==> src/rtl/timer_compare_unit_if.sv <==
// Signal bundle between the timer Counter/CPU side and timer_compare_unit.
// The master drives the count, overflow and register-write inputs; the slave returns status and OC.
interface timer_compare_unit_if #(
    parameter int unsigned BIT_WIDTH = 8
);
    logic [BIT_WIDTH-1:0] TCNT;
    logic                 Overflow;
    logic                 OcrWrite;
    logic [BIT_WIDTH-1:0] OcrData;
    logic [1:0]           IntEnable;
    logic [1:0]           FlagClear;
    logic [1:0]           WaveMode;
    logic [BIT_WIDTH-1:0] OcrActive;
    logic                 CmpFlag;
    logic                 OvfFlag;
    logic                 Interrupt;
    logic                 OC;

    modport master (
        output TCNT, Overflow, OcrWrite, OcrData, IntEnable, FlagClear, WaveMode,
        input  OcrActive, CmpFlag, OvfFlag, Interrupt, OC
    );

    modport slave (
        input  TCNT, Overflow, OcrWrite, OcrData, IntEnable, FlagClear, WaveMode,
        output OcrActive, CmpFlag, OvfFlag, Interrupt, OC
    );
endinterface

==> src/rtl/timer_compare_unit.sv <==
// Compare/overflow flags, masked interrupt and OC waveform stage behind the timer Counter.
// Optional macro OCR_DOUBLE_BUFFER_EN: compare writes go to a shadow register loaded on overflow.
module timer_compare_unit #(
    parameter int unsigned BIT_WIDTH = 8
) (
    input  logic                SystemClock,
    input  logic                SystemReset,
    timer_compare_unit_if.slave bus
);
    localparam int unsigned SYNC_DEPTH = 3;
    localparam int unsigned FILL_DEPTH = 2;

    typedef logic [BIT_WIDTH-1:0] count_t;

    logic [SYNC_DEPTH-1:0] ovf_sync_q, ovf_sync_d;
    logic [FILL_DEPTH-1:0] ovf_fill_q, ovf_fill_d;
    logic                  ovf_armed_q, ovf_armed_d;
    count_t                s1_q, s1_d;
    count_t                s2_q, s2_d;
    count_t                tcnt_q, tcnt_d;
    count_t                ocr_active_q, ocr_active_d;
`ifdef OCR_DOUBLE_BUFFER_EN
    count_t                ocr_shadow_q, ocr_shadow_d;
`endif
    logic                  cmp_flag_q, cmp_flag_d;
    logic                  ovf_flag_q, ovf_flag_d;
    logic                  oc_q, oc_d;
    logic                  ovf_event;
    logic                  new_count;
    logic                  match_event;

    // Edge detect is armed only once the synchroniser has seen Overflow low after reset,
    // so a level already high across reset does not count as a rising edge.
    always_comb begin
        ovf_event   = ovf_sync_q[1] & ~ovf_sync_q[2] & ovf_armed_q;
        new_count   = (s1_q == s2_q) && (s2_q != tcnt_q);
        match_event = new_count && (s2_q == ocr_active_q);
    end

    always_comb begin
        ovf_sync_d   = {ovf_sync_q[SYNC_DEPTH-2:0], bus.Overflow};
        ovf_fill_d   = {ovf_fill_q[FILL_DEPTH-2:0], 1'b1};
        ovf_armed_d  = ovf_armed_q | (ovf_fill_q[FILL_DEPTH-1] & ~ovf_sync_q[1]);
        s1_d         = bus.TCNT;
        s2_d         = s1_q;
        tcnt_d       = new_count ? s2_q : tcnt_q;
        cmp_flag_d   = match_event | (cmp_flag_q & ~bus.FlagClear[0]);
        ovf_flag_d   = ovf_event   | (ovf_flag_q & ~bus.FlagClear[1]);
        oc_d         = oc_q;
        ocr_active_d = ocr_active_q;
`ifdef OCR_DOUBLE_BUFFER_EN
        ocr_shadow_d = ocr_shadow_q;
        if (bus.OcrWrite) begin
            ocr_shadow_d = bus.OcrData;
        end
        if (ovf_event) begin
            ocr_active_d = bus.OcrWrite ? bus.OcrData : ocr_shadow_q;
        end
`else
        if (bus.OcrWrite) begin
            ocr_active_d = bus.OcrData;
        end
`endif
        // Match action has priority over overflow action in the PWM modes.
        case (bus.WaveMode)
            2'b00: oc_d = 1'b0;
            2'b01: begin
                if (match_event) oc_d = ~oc_q;
            end
            2'b10: begin
                if (match_event)    oc_d = 1'b0;
                else if (ovf_event) oc_d = 1'b1;
            end
            default: begin
                if (match_event)    oc_d = 1'b1;
                else if (ovf_event) oc_d = 1'b0;
            end
        endcase
    end

    always_ff @(posedge SystemClock) begin
        if (SystemReset) begin
            ovf_sync_q   <= '0;
            ovf_fill_q   <= '0;
            ovf_armed_q  <= 1'b0;
            s1_q         <= '0;
            s2_q         <= '0;
            tcnt_q       <= '0;
            ocr_active_q <= '0;
`ifdef OCR_DOUBLE_BUFFER_EN
            ocr_shadow_q <= '0;
`endif
            cmp_flag_q   <= 1'b0;
            ovf_flag_q   <= 1'b0;
            oc_q         <= 1'b0;
        end else begin
            ovf_sync_q   <= ovf_sync_d;
            ovf_fill_q   <= ovf_fill_d;
            ovf_armed_q  <= ovf_armed_d;
            s1_q         <= s1_d;
            s2_q         <= s2_d;
            tcnt_q       <= tcnt_d;
            ocr_active_q <= ocr_active_d;
`ifdef OCR_DOUBLE_BUFFER_EN
            ocr_shadow_q <= ocr_shadow_d;
`endif
            cmp_flag_q   <= cmp_flag_d;
            ovf_flag_q   <= ovf_flag_d;
            oc_q         <= oc_d;
        end
    end

    assign bus.OcrActive = ocr_active_q;
    assign bus.CmpFlag   = cmp_flag_q;
    assign bus.OvfFlag   = ovf_flag_q;
    assign bus.OC        = oc_q;
    assign bus.Interrupt = (cmp_flag_q & bus.IntEnable[0]) | (ovf_flag_q & bus.IntEnable[1]);
endmodule

==> src/flat_wrapper.sv <==
// flat-port wrapper written by rule: the top's interface ports become plain ports
module timer_compare_unit_flat 
#(
    parameter int unsigned BIT_WIDTH = 8
)
  (SystemClock, SystemReset, bus_TCNT, bus_Overflow, bus_OcrWrite, bus_OcrData, bus_IntEnable, bus_FlagClear, bus_WaveMode, bus_OcrActive, bus_CmpFlag, bus_OvfFlag, bus_Interrupt, bus_OC);
  timer_compare_unit_if #(.BIT_WIDTH(BIT_WIDTH)) bus_i ();
  input  logic SystemClock;
  input  logic SystemReset;
  input wire logic [$bits(bus_i.TCNT)-1:0] bus_TCNT;
  input wire logic [$bits(bus_i.Overflow)-1:0] bus_Overflow;
  input wire logic [$bits(bus_i.OcrWrite)-1:0] bus_OcrWrite;
  input wire logic [$bits(bus_i.OcrData)-1:0] bus_OcrData;
  input wire logic [$bits(bus_i.IntEnable)-1:0] bus_IntEnable;
  input wire logic [$bits(bus_i.FlagClear)-1:0] bus_FlagClear;
  input wire logic [$bits(bus_i.WaveMode)-1:0] bus_WaveMode;
  output wire logic [$bits(bus_i.OcrActive)-1:0] bus_OcrActive;
  output wire logic [$bits(bus_i.CmpFlag)-1:0] bus_CmpFlag;
  output wire logic [$bits(bus_i.OvfFlag)-1:0] bus_OvfFlag;
  output wire logic [$bits(bus_i.Interrupt)-1:0] bus_Interrupt;
  output wire logic [$bits(bus_i.OC)-1:0] bus_OC;
  assign bus_i.TCNT = bus_TCNT;
  assign bus_i.Overflow = bus_Overflow;
  assign bus_i.OcrWrite = bus_OcrWrite;
  assign bus_i.OcrData = bus_OcrData;
  assign bus_i.IntEnable = bus_IntEnable;
  assign bus_i.FlagClear = bus_FlagClear;
  assign bus_i.WaveMode = bus_WaveMode;
  assign bus_OcrActive = bus_i.OcrActive;
  assign bus_CmpFlag = bus_i.CmpFlag;
  assign bus_OvfFlag = bus_i.OvfFlag;
  assign bus_Interrupt = bus_i.Interrupt;
  assign bus_OC = bus_i.OC;
  timer_compare_unit #(.BIT_WIDTH(BIT_WIDTH)) u_core (.SystemClock(SystemClock), .SystemReset(SystemReset), .bus(bus_i));
endmodule
==> config.mk <==
export PLATFORM = sky130hd
export DESIGN_NAME = timer_compare_unit_flat
export DESIGN_NICKNAME = d
export VERILOG_FILES = /design/src/rtl/timer_compare_unit_if.sv /design/src/rtl/timer_compare_unit.sv /design/src/flat_wrapper.sv
export SDC_FILE = /design/constraint.sdc
export NUM_CORES = 1
export LEC_CHECK = 0
export ABC_AREA = 1
export CORE_AREA = 2 2 69 71
export DETAILED_ROUTE_END_ITERATION = 10
export DIE_AREA = 0 0 71 73
export GPL_TIMING_DRIVEN = 0
export PLACE_DENSITY_LB_ADDON = 0.15
export SYNTH_ARGS = -nofsm -noshare
export SYNTH_HDL_FRONTEND = slang
export SYNTH_SLANG_ARGS = --single-unit
export TNS_END_PERCENT = 20
==> constraint.sdc <==
create_clock -name SystemClock -period 2 [get_ports SystemClock]
set_clock_uncertainty 0.15 [all_clocks]
set_input_delay 0.5 -clock SystemClock [delete_from_list [all_inputs] [get_ports SystemClock]]
set_output_delay 0.5 -clock SystemClock [all_outputs]
set_load 0.1 [all_outputs]
==> impl_metrics.py <==
metrics = {
    "status": {
        "status": "finished, final reports clean",
    },
    "global_route": {
        "grt_pass1_vias": 1322,
        "grtUsageTotal_pct": 14.3,
        "grt_overflow": 0,
        "grt_pass1_wl_um": 5740,
        "grt_max_degree": 15,
        "antenna_found_initial": 0,
    },
    "power": {
        "p_leak_nw": 1.07,
        "p_per_area_nw_per_um2": 825,
        "vdd_drop_max_mv": 0.376,
    },
    "clock_network": {
        "cts_tree": "yes",
        "clock_sinks": 41,
        "numCtsBuffers": 5,
        "cts_root_buf": "clkbuf_8",
        "path_clk_slew_ns": 0.08,
        "postCtsSetupBuffers": 0,
        "cts_max_level": 2,
        "cts_buffer_depth": 2,
        "clk_latency_ns": 0.30,
    },
    "worst_setup_path": {
        "cp-start-kind": "primary input",
        "rrSetupSlack_ns": 0.42,
        "worst_setup_path_end_kind": "primary output",
        "path_class": "primary input to primary output",
        "worstPathMaxFanout": 1,
        "required_ns": 1.35,
        "worstReg2RegStart": "u_core.s2_q[1]",
        "cp_data_arrival_time_ns": 1.34,
        "ff2ff_path_depth": 10,
        "r2r_end": "u_core.tcnt_q[0]",
    },
    "flow_run": {
        "drv_cap": 0,
    },
    "sta": {
        "setup_slack_ns": 0.00714,
        "tns_ns": 0,
        "rsz0062_at_grt": "true",
        "finalCritPeriodShare_pct": 99.6,
        "setup_viol_count_final": 0,
        "max_slew.worst_pin.slew_ns": 0.597,
        "fmax_mhz": 502,
        "slew_viol_final": 0,
        "hold_viol_final": 0,
        "final.min_clock_period_ns": 1.99,
        "maxSlewHeadroom_pct": 60.2,
    },
    "synth": {
        "synth_flop_cell": "dfxtp_1",
        "syn-num-nets": 278,
        "seq_area_frac_synth_pct": 47.4,
        "synth_top_area_share_pct": 47.4,
        "synth_cells": 252,
        "synth_area_leaders": "dfxtp_1 47%, nand2_1 16%, inv_1 9.1%, nor2_1 6.7%, a21oi_1 5.5%",
        "postSynthRegisterBits": 41,
        "synth-edff-count": 0,
        "avgSynthCellArea_um2": 6.87,
        "yosys_warnings": 0,
        "synth_commonest_cells": "74 x nand2_1, 42 x inv_1, 41 x dfxtp_1",
        "synth_most_common_cell": "nand2_1",
        "synth-async-reset-ratio_pct": 0,
        "syn_area_um2": 1730,
        "yosysTopAreaCell": "dfxtp_1",
        "synth.distinct_cells": 22,
    },
    "placement": {
        "gp_congestion": 0.765,
        "port_buffers": 37,
        "postPlaceCellArea_um2": 2170,
        "place_ws_ns": -0.861,
        "dp.cells": 343,
        "hpwl_um": 2560,
    },
    "min_path": {
        "whs_endpoint": "u_core.ovf_sync_q[1]",
        "min-delay-start": "u_core.ovf_sync_q[0]",
        "worstHoldPathType": "register to register",
        "hold_depth": 2,
    },
    "detailed_routing": {
        "drtPass1Iterations": 4,
        "wl_um": 3430,
        "via_per_inst": 4.33,
        "ant_nets": 0,
        "drc": 0,
        "dr_total_vias": 1520,
        "wire_per_inst_um": 9.78,
        "drt_iter0_drc": 44,
    },
    "cells_and_area": {
        "stdcell_count": 351,
        "nets": 322,
        "drive_above_1_share_pct": 13.5,
        "nFillCells": 467,
        "area_delta_synth_final_pct": 33.0,
        "finish.instance_area_um2": 2300,
        "insertedDiodeCount": 0,
    },
    "floorplan": {
        "start_util_pct": 38.2,
        "die_x_um": 71,
        "dieArea_um2": 5180,
        "num_rows": 25,
        "dieHeight_um": 73,
        "core-area_um2": 4540,
        "ios": 38,
    },
}
## through the flow
stage / total power [W] / util (%) / hold slack [ns]
finish: 0.00190 / 50.7 / 0.258
global route: 0.00199 / 50.7 / 0.270
floorplan: 0.00114 / - / 0.238
CTS: 0.00193 / 50.7 / 0.259
global placement: 0.00125 / 47.9 / 0.241
detailed placement: 0.00126 / 47.9 / 0.246
## how the worst max path moves through the flow
stage / startpoint / endpoint / slack (ns) / depth (start not counted)
after floorplan: u_core.bus.OcrActive[7] / u_core.bus.OC / 0.009 / 10
after global placement: bus_IntEnable[0] / bus_Interrupt / -0.86 / 3
after detailed placement: bus_IntEnable[0] / bus_Interrupt / -0.86 / 3
after CTS: u_core.bus.OcrActive[6] / bus_OcrActive[6] / -0.13 / 1
after global routing: bus_IntEnable[0] / bus_Interrupt / -0.01 / 3
final: bus_IntEnable[0] / bus_Interrupt / 0.007 / 3
## layout make-up
type	count	area, µm²	area share, %
repair buffers	37	383	16.6
inverters	49	184	7.99
well taps	54	67.6	2.94
flip-flops and latches	41	823	35.8
plain buffers	5	27.5	1.20
multi-input cells	157	701	30.5
clock buffers	5	68.8	2.99
clock inverters	3	46.3	2.01
## metal layers
metal  vias up  track usage, %  wire length (µm)
li1        840               -                 -
met1       648            18.1              1660
met2        24            22.5              1560
met3         8            4.01               140
met4         0            6.92                76
met5         -               0                 0
## layout by cell type (no fill, tap or decap), types with 3 or more instances in the layout
cell type	instances
nand2_1	74
inv_1	42
dfxtp_1	39
nor2_1	31
clkdlybuf4s50_1	25
a21oi_1	19
o21ai_0	10
clkdlybuf4s15_2	10
inv_2	7
o21ai_1	7
clkbuf_8	5
clkbuf_1	3
xnor2_1	3
## power breakdown
group,internal [W],switching (W),total (W)
registers,0.000860,0.0000289,0.000889
clock network,0.000373,0.000295,0.000669
logic,0.000123,0.000218,0.000341
total,0.00136,0.000542,0.00190
## sequential cells by signal (all words and copies together), names as in the netlist
register,count
u_core.ovf_sync_q,3
u_core.ovf_armed_q,1
u_core.bus.CmpFlag,1
u_core.bus.OvfFlag,1
u_core.bus.OC,1
u_core.bus.OcrActive,8
u_core.ovf_fill_q,2
u_core.tcnt_q,8
u_core.s2_q,8
u_core.s1_q,8
## logic make-up after synthesis
group	Yosys count	synth area share [%]
buffers and inverters	54	12.1
and+or+nand+nor	113	26.0
xor gates and xnor gates	4	2.02
DFF	41	47.4
AOI/OAI and AO/OA	40	12.4
## critical path, cell delays in order
cell	delay, ns
clkdlybuf4s50_1	0.40
a22o_2	0.27
buf_8	0.17
## what timing repair did
action	4_1_cts	5_1_grt
setup endpoints to repair	12	7
resized for setup	39	4
hold buffers	0	0
Note: power is estimated with default switching activity, not from simulation.
